--- src/rtl/alu_pkg.sv ---
// Shared constants, opcode enum and buffer entry type for the ALU operand issue stage.
package alu_pkg;

    localparam int DATA_W = 32;
    localparam int OP_W   = 4;
    localparam int TAG_W  = 4;

    typedef enum logic [OP_W-1:0] {
        ADD = 4'b0000,
        SUB = 4'b0001,
        AND = 4'b0010,
        OR  = 4'b0011,
        XOR = 4'b0100,
        NOR = 4'b0101,
        SLL = 4'b0110,
        SRL = 4'b0111,
        SRA = 4'b1000,
        EQ  = 4'b1001,
        LT  = 4'b1010
    } alu_op_e;

    localparam logic [OP_W-1:0] OP_MAX = 4'b1010;

    typedef enum logic [1:0] {
        EMPTY = 2'b00,
        ONE   = 2'b01,
        FULL  = 2'b10
    } buf_state_e;

    typedef struct packed {
        logic [DATA_W-1:0] a;
        logic [DATA_W-1:0] b;
        logic [OP_W-1:0]   op;
        logic              fwd_a;
        logic [TAG_W-1:0]  tag;
    } entry_t;

    // Opcodes above OP_MAX make the ALU return zero.
    function automatic logic is_illegal_op(input logic [OP_W-1:0] op);
        return (op > OP_MAX);
    endfunction

endpackage

--- src/rtl/alu_skid_buf.sv ---
// Two-entry valid/ready buffer of operation entries; entry 0 is the head.
// in_ready is a pure state decode so there is no path from out_ready.
module alu_skid_buf
    import alu_pkg::*;
(
    input  logic   clk,
    input  logic   rst,
    input  logic   in_valid,
    output logic   in_ready,
    input  entry_t in_entry,
    output logic   out_valid,
    input  logic   out_ready,
    output entry_t head
);

    buf_state_e state_q, state_d;
    entry_t     e0_q, e0_d;
    entry_t     e1_q, e1_d;
    logic       push_s, pop_s;

    assign in_ready  = (state_q != FULL);
    assign out_valid = (state_q != EMPTY);
    assign head      = e0_q;
    assign push_s    = in_valid && in_ready;
    assign pop_s     = out_valid && out_ready;

    // Occupancy and entry update; the head keeps its last value when the buffer drains.
    always_comb begin
        state_d = state_q;
        e0_d    = e0_q;
        e1_d    = e1_q;
        case (state_q)
            EMPTY: begin
                if (push_s) begin
                    state_d = ONE;
                    e0_d    = in_entry;
                end else begin
                    state_d = EMPTY;
                end
            end
            ONE: begin
                if (push_s && pop_s) begin
                    e0_d = in_entry;
                end else if (push_s) begin
                    state_d = FULL;
                    e1_d    = in_entry;
                end else if (pop_s) begin
                    state_d = EMPTY;
                end else begin
                    state_d = ONE;
                end
            end
            FULL: begin
                if (pop_s) begin
                    state_d = ONE;
                    e0_d    = e1_q;
                end else begin
                    state_d = FULL;
                end
            end
            default: begin
                state_d = EMPTY;
            end
        endcase
    end

    // Buffer state and entry registers.
    always_ff @(posedge clk or posedge rst) begin
        if (rst) begin
            state_q <= EMPTY;
            e0_q    <= '{default: 1'b0};
            e1_q    <= '{default: 1'b0};
        end else begin
            state_q <= state_d;
            e0_q    <= e0_d;
            e1_q    <= e1_d;
        end
    end

endmodule

--- src/rtl/alu_operand_stage.sv ---
// Registered issue stage feeding the 32-bit ALU: skid buffer, sequence tags,
// illegal-opcode flag and optional Result-to-A forwarding (ALU_OPERAND_FWD_EN).
module alu_operand_stage
    import alu_pkg::*;
(
    input  logic              clk,
    input  logic              rst,
    input  logic              In_Valid,
    output logic              In_Ready,
    input  logic [DATA_W-1:0] In_A,
    input  logic [DATA_W-1:0] In_B,
    input  logic [OP_W-1:0]   In_Op_Code,
    input  logic              In_Fwd_A,
    output logic              Out_Valid,
    input  logic              Out_Ready,
    output logic [DATA_W-1:0] A,
    output logic [DATA_W-1:0] B,
    output logic [OP_W-1:0]   Op_Code,
    output logic [TAG_W-1:0]  Out_Tag,
    output logic              Out_Illegal,
    input  logic [DATA_W-1:0] Result
);

    entry_t           in_entry_s;
    entry_t           head_s;
    logic             buf_in_ready_s;
    logic             buf_out_valid_s;
    logic             push_s;
    logic             pop_s;
    logic [TAG_W-1:0] tag_q, tag_d;

    assign in_entry_s = '{a: In_A, b: In_B, op: In_Op_Code, fwd_a: In_Fwd_A, tag: tag_q};
    assign push_s     = In_Valid && buf_in_ready_s;
    assign pop_s      = buf_out_valid_s && Out_Ready;

    alu_skid_buf u_buf (
        .clk       (clk),
        .rst       (rst),
        .in_valid  (In_Valid),
        .in_ready  (buf_in_ready_s),
        .in_entry  (in_entry_s),
        .out_valid (buf_out_valid_s),
        .out_ready (Out_Ready),
        .head      (head_s)
    );

    assign In_Ready    = buf_in_ready_s;
    assign Out_Valid   = buf_out_valid_s;
    assign B           = head_s.b;
    assign Op_Code     = head_s.op;
    assign Out_Tag     = head_s.tag;
    assign Out_Illegal = is_illegal_op(head_s.op);

    // Tag advances on every accepted packet and wraps naturally.
    always_comb begin
        tag_d = tag_q;
        if (push_s) begin
            tag_d = tag_q + {{(TAG_W-1){1'b0}}, 1'b1};
        end else begin
            tag_d = tag_q;
        end
    end

    // Tag counter register.
    always_ff @(posedge clk or posedge rst) begin
        if (rst) begin
            tag_q <= {TAG_W{1'b0}};
        end else begin
            tag_q <= tag_d;
        end
    end

`ifdef ALU_OPERAND_FWD_EN
    logic [DATA_W-1:0] last_result_q, last_result_d;

    // Capture the ALU output of the op leaving the head.
    always_comb begin
        last_result_d = last_result_q;
        if (pop_s) begin
            last_result_d = Result;
        end else begin
            last_result_d = last_result_q;
        end
    end

    // Forwarded-result register.
    always_ff @(posedge clk or posedge rst) begin
        if (rst) begin
            last_result_q <= {DATA_W{1'b0}};
        end else begin
            last_result_q <= last_result_d;
        end
    end

    // Operand A source select.
    always_comb begin
        A = head_s.a;
        if (head_s.fwd_a) begin
            A = last_result_q;
        end else begin
            A = head_s.a;
        end
    end
`else
    logic unused_fwd_s;

    assign unused_fwd_s = ^{Result, head_s.fwd_a};
    assign A            = head_s.a;
`endif

endmodule

--- config.mk ---
export PLATFORM = sky130hd
export DESIGN_NAME = alu_operand_stage
export DESIGN_NICKNAME = d
export VERILOG_FILES = /design/src/rtl/alu_pkg.sv /design/src/rtl/alu_skid_buf.sv /design/src/rtl/alu_operand_stage.sv
export SDC_FILE = /design/constraint.sdc
export NUM_CORES = 1
export LEC_CHECK = 0
export BUFFER_PORTS_ARGS = -buffer_cell sky130_fd_sc_hd__clkbuf_2
export CORE_MARGIN = 1.5
export CORE_UTILIZATION = 56
export DETAILED_ROUTE_END_ITERATION = 7
export PLACE_DENSITY_LB_ADDON = 0.3
export SLEW_MARGIN = 5
export SYNTH_ARGS = -nofsm -noshare
export SYNTH_HDL_FRONTEND = slang
export SYNTH_SLANG_ARGS = --single-unit
export TNS_END_PERCENT = 5
--- constraint.sdc ---
create_clock -name clk -period 10.6 [get_ports clk]
set_input_delay 2.12 -clock clk [delete_from_list [all_inputs] [get_ports clk]]
set_output_delay 2.12 -clock clk [all_outputs]
set_load 0.05 [all_outputs]
Word-level counts from Yosys, hierarchy flattened

Index checks and enable logic that the tools add are counted.

Register bits after elaboration: 151
Output and inout port bits: 75
Logic and storage cells: 39
Input port bits: 105

Bitwise operators: 1
$add $sub $neg: 1
$lt $le $gt $ge: 1
Equality and inequality tests: 7
Reduce and logical (&&, ||, !) cells: 8
Mux-type cells: 10

Operators by type and width:

| operator                                              | number |
|---|---|
| two-way mux 73 bit                                    | 3 |
| one-hot mux 73 bit (3 select lines)                   | 1 |
| two-way mux 2 bit                                     | 3 |
| != test 2 x 1 -> 1 bit (second input constant)        | 3 |
| one-hot mux 2 bit (3 select lines)                    | 1 |
| adder 4 x 1 -> 4 bit (second input constant)          | 1 |
| greater-than comparator 4 bit (second input constant) | 1 |
| != test 2 bit (second input constant)                 | 2 |
| AND reduction 4 bit                                   | 1 |
| logical AND 1 bit                                     | 3 |
| AND reduction 3 bit                                   | 1 |
| nonzero test 3 bit                                    | 1 |
| equality test 2 x 1 -> 1 bit (second input constant)  | 1 |
| equality test 2 bit (second input constant)           | 1 |
| logical NOT 2 bit                                     | 1 |
| two-way mux 1 bit                                     | 2 |
| nonzero test 2 bit                                    | 1 |
| inverter 1 bit                                        | 1 |

Logic depth before layout (Yosys ltp)

Depth in word-level cells: 6
Depth in mapped cells: 8
Gate-level depth less buffers: 6

Modules after synthesis

Synthesis repeated with hierarchy kept, for this count alone.

Cell total of the unflattened synthesis: 419
Area, all modules: 6,767.7 um^2

By module, submodules not included:

| module            | times used | cells an instance | area an instance (um^2) |
|---|---|---|---|
| alu_skid_buf      | 1          | 403               | 6,576.3 |
| alu_operand_stage | 1          | 16                | 191.4 |

Least setup slack after synthesis

No wires, ideal clock.

Kind: flip-flop to output port
Start point: reg u_buf.e0_q, in the netlist u_buf.head[6]
End point: out Out_Illegal
Setup slack: 7.011 ns
Arrival: 1.469 ns
Stages on the path, launching flop included: 3
Path buffers: 0
Cell sequence: dfrtp_1 -> a21oi_1 -> nor2b_1

Longest elaborated chain between the ends: 1

RTL lines:

| element                       | line                    | source |
|---|---|---|
| start, declared               | alu_skid_buf.sv:17      | `entry_t e0_q, e0_d;` |
| start signal, assigned        | alu_skid_buf.sv:71      | `e0_q <= '{default: 1'b0};` |
| start signal, assigned        | alu_skid_buf.sv:75      | `e0_q <= e0_d;` |
| greater-than comparator 4 bit | alu_pkg.sv:40           | `return (op > OP_MAX);` |
| end, declared                 | alu_operand_stage.sv:20 | `output logic Out_Illegal,` |

No other way between the ends.

Worst setup path after layout

Start point: reg u_buf.state_q[0]
End point: out In_Ready

Longest elaborated chain between the ends: 1

RTL lines:

| element                | line                   | source |
|---|---|---|
| start, declared        | alu_skid_buf.sv:16     | `buf_state_e state_q, state_d;` |
| start signal, assigned | alu_skid_buf.sv:74     | `state_q <= state_d;` |
| != test 2 bit          | alu_skid_buf.sv:21     | `assign in_ready = (state_q != FULL);` |
| end, declared          | alu_operand_stage.sv:9 | `output logic In_Ready,` |

No other way between the ends.

==> impl_metrics.env <==
export IMPL_required_ns=8.48
export IMPL_cts_tree="built"
export IMPL_diodes=0
export IMPL_power_density_nw_per_um2=388.4
export IMPL_p_leak_nw=3.520
export IMPL_final_cells=800
export IMPL_worstMarginPinSlew_ns=0.9497
export IMPL_yosys_warnings=0
export IMPL_fp_row_count=38
export IMPL_final_area_sq_um=7746
export IMPL_synth_area_leaders="dfrtp_1 59%, mux2_2 13%, mux2i_1 11%"
export IMPL_numCtsBuffers=17
export IMPL_ys_seq_area_share_pct=58.90
export IMPL_layout_drive_gt1_share_pct=39.39
export IMPL_start_util_pct=58.02
export IMPL_place_hpwl_microns=7849
export IMPL_yosys_area_top_type_share_pct=58.90
export IMPL_first_global_vias=4309
export IMPL_holdWs_ns=0.4924
export IMPL_setup_ws_ns=6.891
export IMPL_vdd_drop_max_mv=0.2990
export IMPL_cap_violations=0
export IMPL_final_cell_mix="150 x dfrtp_1, 146 x clkbuf_2, 75 x mux2_2"
export IMPL_die_x_microns=109.7
export IMPL_post_cts_repair_setup_buffers=0
export IMPL_fin_crit_sh_pct=34.99
export IMPL_drt_wl_total_microns=12290
export IMPL_yosysTopAreaCell="dfrtp_1"
export IMPL_status="finished, final reports clean"
export IMPL_track_usage_pct=21.81
export IMPL_arrival_ns=1.59
export IMPL_drc_errors=0
export IMPL_core_area_sq_um=10980
export IMPL_cts_buffer_depth=2
export IMPL_ios=180
export IMPL_area_growth_synth_to_final_pct=21.56
export IMPL_die_h_microns=109.7
export IMPL_vias=4243
export IMPL_worstSetupEndpointType="output port"
export IMPL_clock_sinks=150
export IMPL_cts_max_level=4
export IMPL_antenna_found_initial=0
export IMPL_mostFrequentLayoutCell="dfrtp_1"
export IMPL_dieArea_sq_um=12030
export IMPL_dp_worst_setup_slack_ns=6.758
export IMPL_grt_overflow=0
export IMPL_setup_viol=0
export IMPL_ant_nets=0
export IMPL_hold_viol=0
export IMPL_ctsResizeCount=0
export IMPL_syn_area_per_cell_sq_um=12.54
export IMPL_drtPass1Iterations=4
export IMPL_place_congestion=0.7168
export IMPL_portBuffers=146
export IMPL_tns_ns=0
export IMPL_slew_headroom_pct=36.69
export IMPL_maxSlewViolCount=0
export IMPL_fin_util_pct=70.53
export IMPL_cts_root_buf="clkbuf_16"
export IMPL_grt_pass1_wl_microns=19850
export IMPL_crit_type="flip-flop to output port"
export IMPL_seqCellArea_sq_um=3754
export IMPL_start_kind="flip-flop"
export IMPL_placed_area_sq_um=7171
export IMPL_rsz0062_at_grt="false"
export IMPL_n_fill_cell=828
export IMPL_place_inst=768
export IMPL_cts_hold_buffers_added=0
export IMPL_max_freq_mhz=269.6
export IMPL_syn_area_sq_um=6372
export IMPL_total_power_mw=3.009
export IMPL_ys_ff_latch=150
export IMPL_netlist_cell_type_count=23
export IMPL_clk_pin_slew_worst_paths_ns=0.06
export IMPL_clock_skew_ns=0.005041
export IMPL_finalCriticalPeriod_ns=3.709
export IMPL_fin_nets=759
export IMPL_multi_input_area_sq_um=2439
export IMPL_worstPathMaxFanout=5
export IMPL_vias_per_cell=5.304
export IMPL_clkLatencyLatePin_ns=0.42
export IMPL_worstHoldPathType="flip-flop to flip-flop"
export IMPL_wl_per_cell_microns=15.36
export IMPL_synth_fp_nets=620
export IMPL_grt_max_degree=81
export IMPL_drt_first_iter_violations=259
export IMPL_synthCells=508
-- flip-flops by register name (all words and copies together) (netlist names) --
name and cells:
u_buf.e1_q 72, u_buf.head 72, tag_q 4, u_buf.state_q 2
-- cell usage after synthesis, drive strengths merged --
cell     instances
inv              6
nand4bb          1
xnor2            2
a22oi            1
nor2b            2
a31oi            1
nand3            2
ha               7
xor2             1
nand3b           1
nand4            2
dfrtp          150
nand2b           3
mux2i           72
a21oi           73
clkbuf           6
nand2            2
mux2            75
a222oi           1
nor2            74
buf             26
-- layer usage --
layer  vias to the layer above  wire length [microns]  GRT usage [%]
met1                      2080                   5296          25.53
met5                         -                      0              0
met2                       106                   6069          36.96
met4                         0                    159          8.720
met3                        17                    762          7.291
li1                       2040                      -              -
-- worst max-delay path, cell delays in order, from the launching register on --
cell      delay, ns
dfrtp_1        0.41
inv_1          0.18
ha_1           0.26
inv_1          0.08
clkbuf_2       0.24
-- power by group --
part | internal, mW | leakage (nW) | switching (mW)
combinational | 0.441 | 1.50 | 0.958
sequential | 0.873 | 1.72 | 0.156
clock | 0.361 | 0.296 | 0.220
total | 1.67 | 3.52 | 1.33
-- layout make-up --
class	count	area share, %
tap	140	2.261
multi-input combinational	320	31.48
timing repair buffer	152	10.01
clock inverter	11	1.357
inverter	6	0.3554
sequential	150	48.46
clock buffer	21	6.073
-- kinds of logic after synthesis --
group / share of synthesized area, %
AND/OR/NAND/NOR: 5.616
flip-flops: 58.90
multiplexers: 24.56
XOR/XNOR: 0.4124
adder cells (fa/ha/maj): 1.374
buffers and inverters: 3.024
AO/OA/AOI/OAI: 6.107
-- worst paths after layout --
check	startpoint	end	slack (ns)	cells after the start
min in group asynchronous	rst	u_buf.e1_q[25]$_DFFE_PP0P_	1.80	2
max reg2reg	u_buf.state_q[0]$_DFFE_PP0P_	u_buf.state_q[1]$_DFFE_PP0P_	7.77	7
max	u_buf.state_q[0]$_DFFE_PP0P_	In_Ready	6.89	4
min reg2reg	tag_q[3]$_DFFE_PP0P_	tag_q[3]$_DFFE_PP0P_	0.49	1
min	tag_q[3]$_DFFE_PP0P_	tag_q[3]$_DFFE_PP0P_	0.49	1
max in group asynchronous	rst	u_buf.e1_q[38]$_DFFE_PP0P_	7.39	3
(Power assumes the default switching activity.)
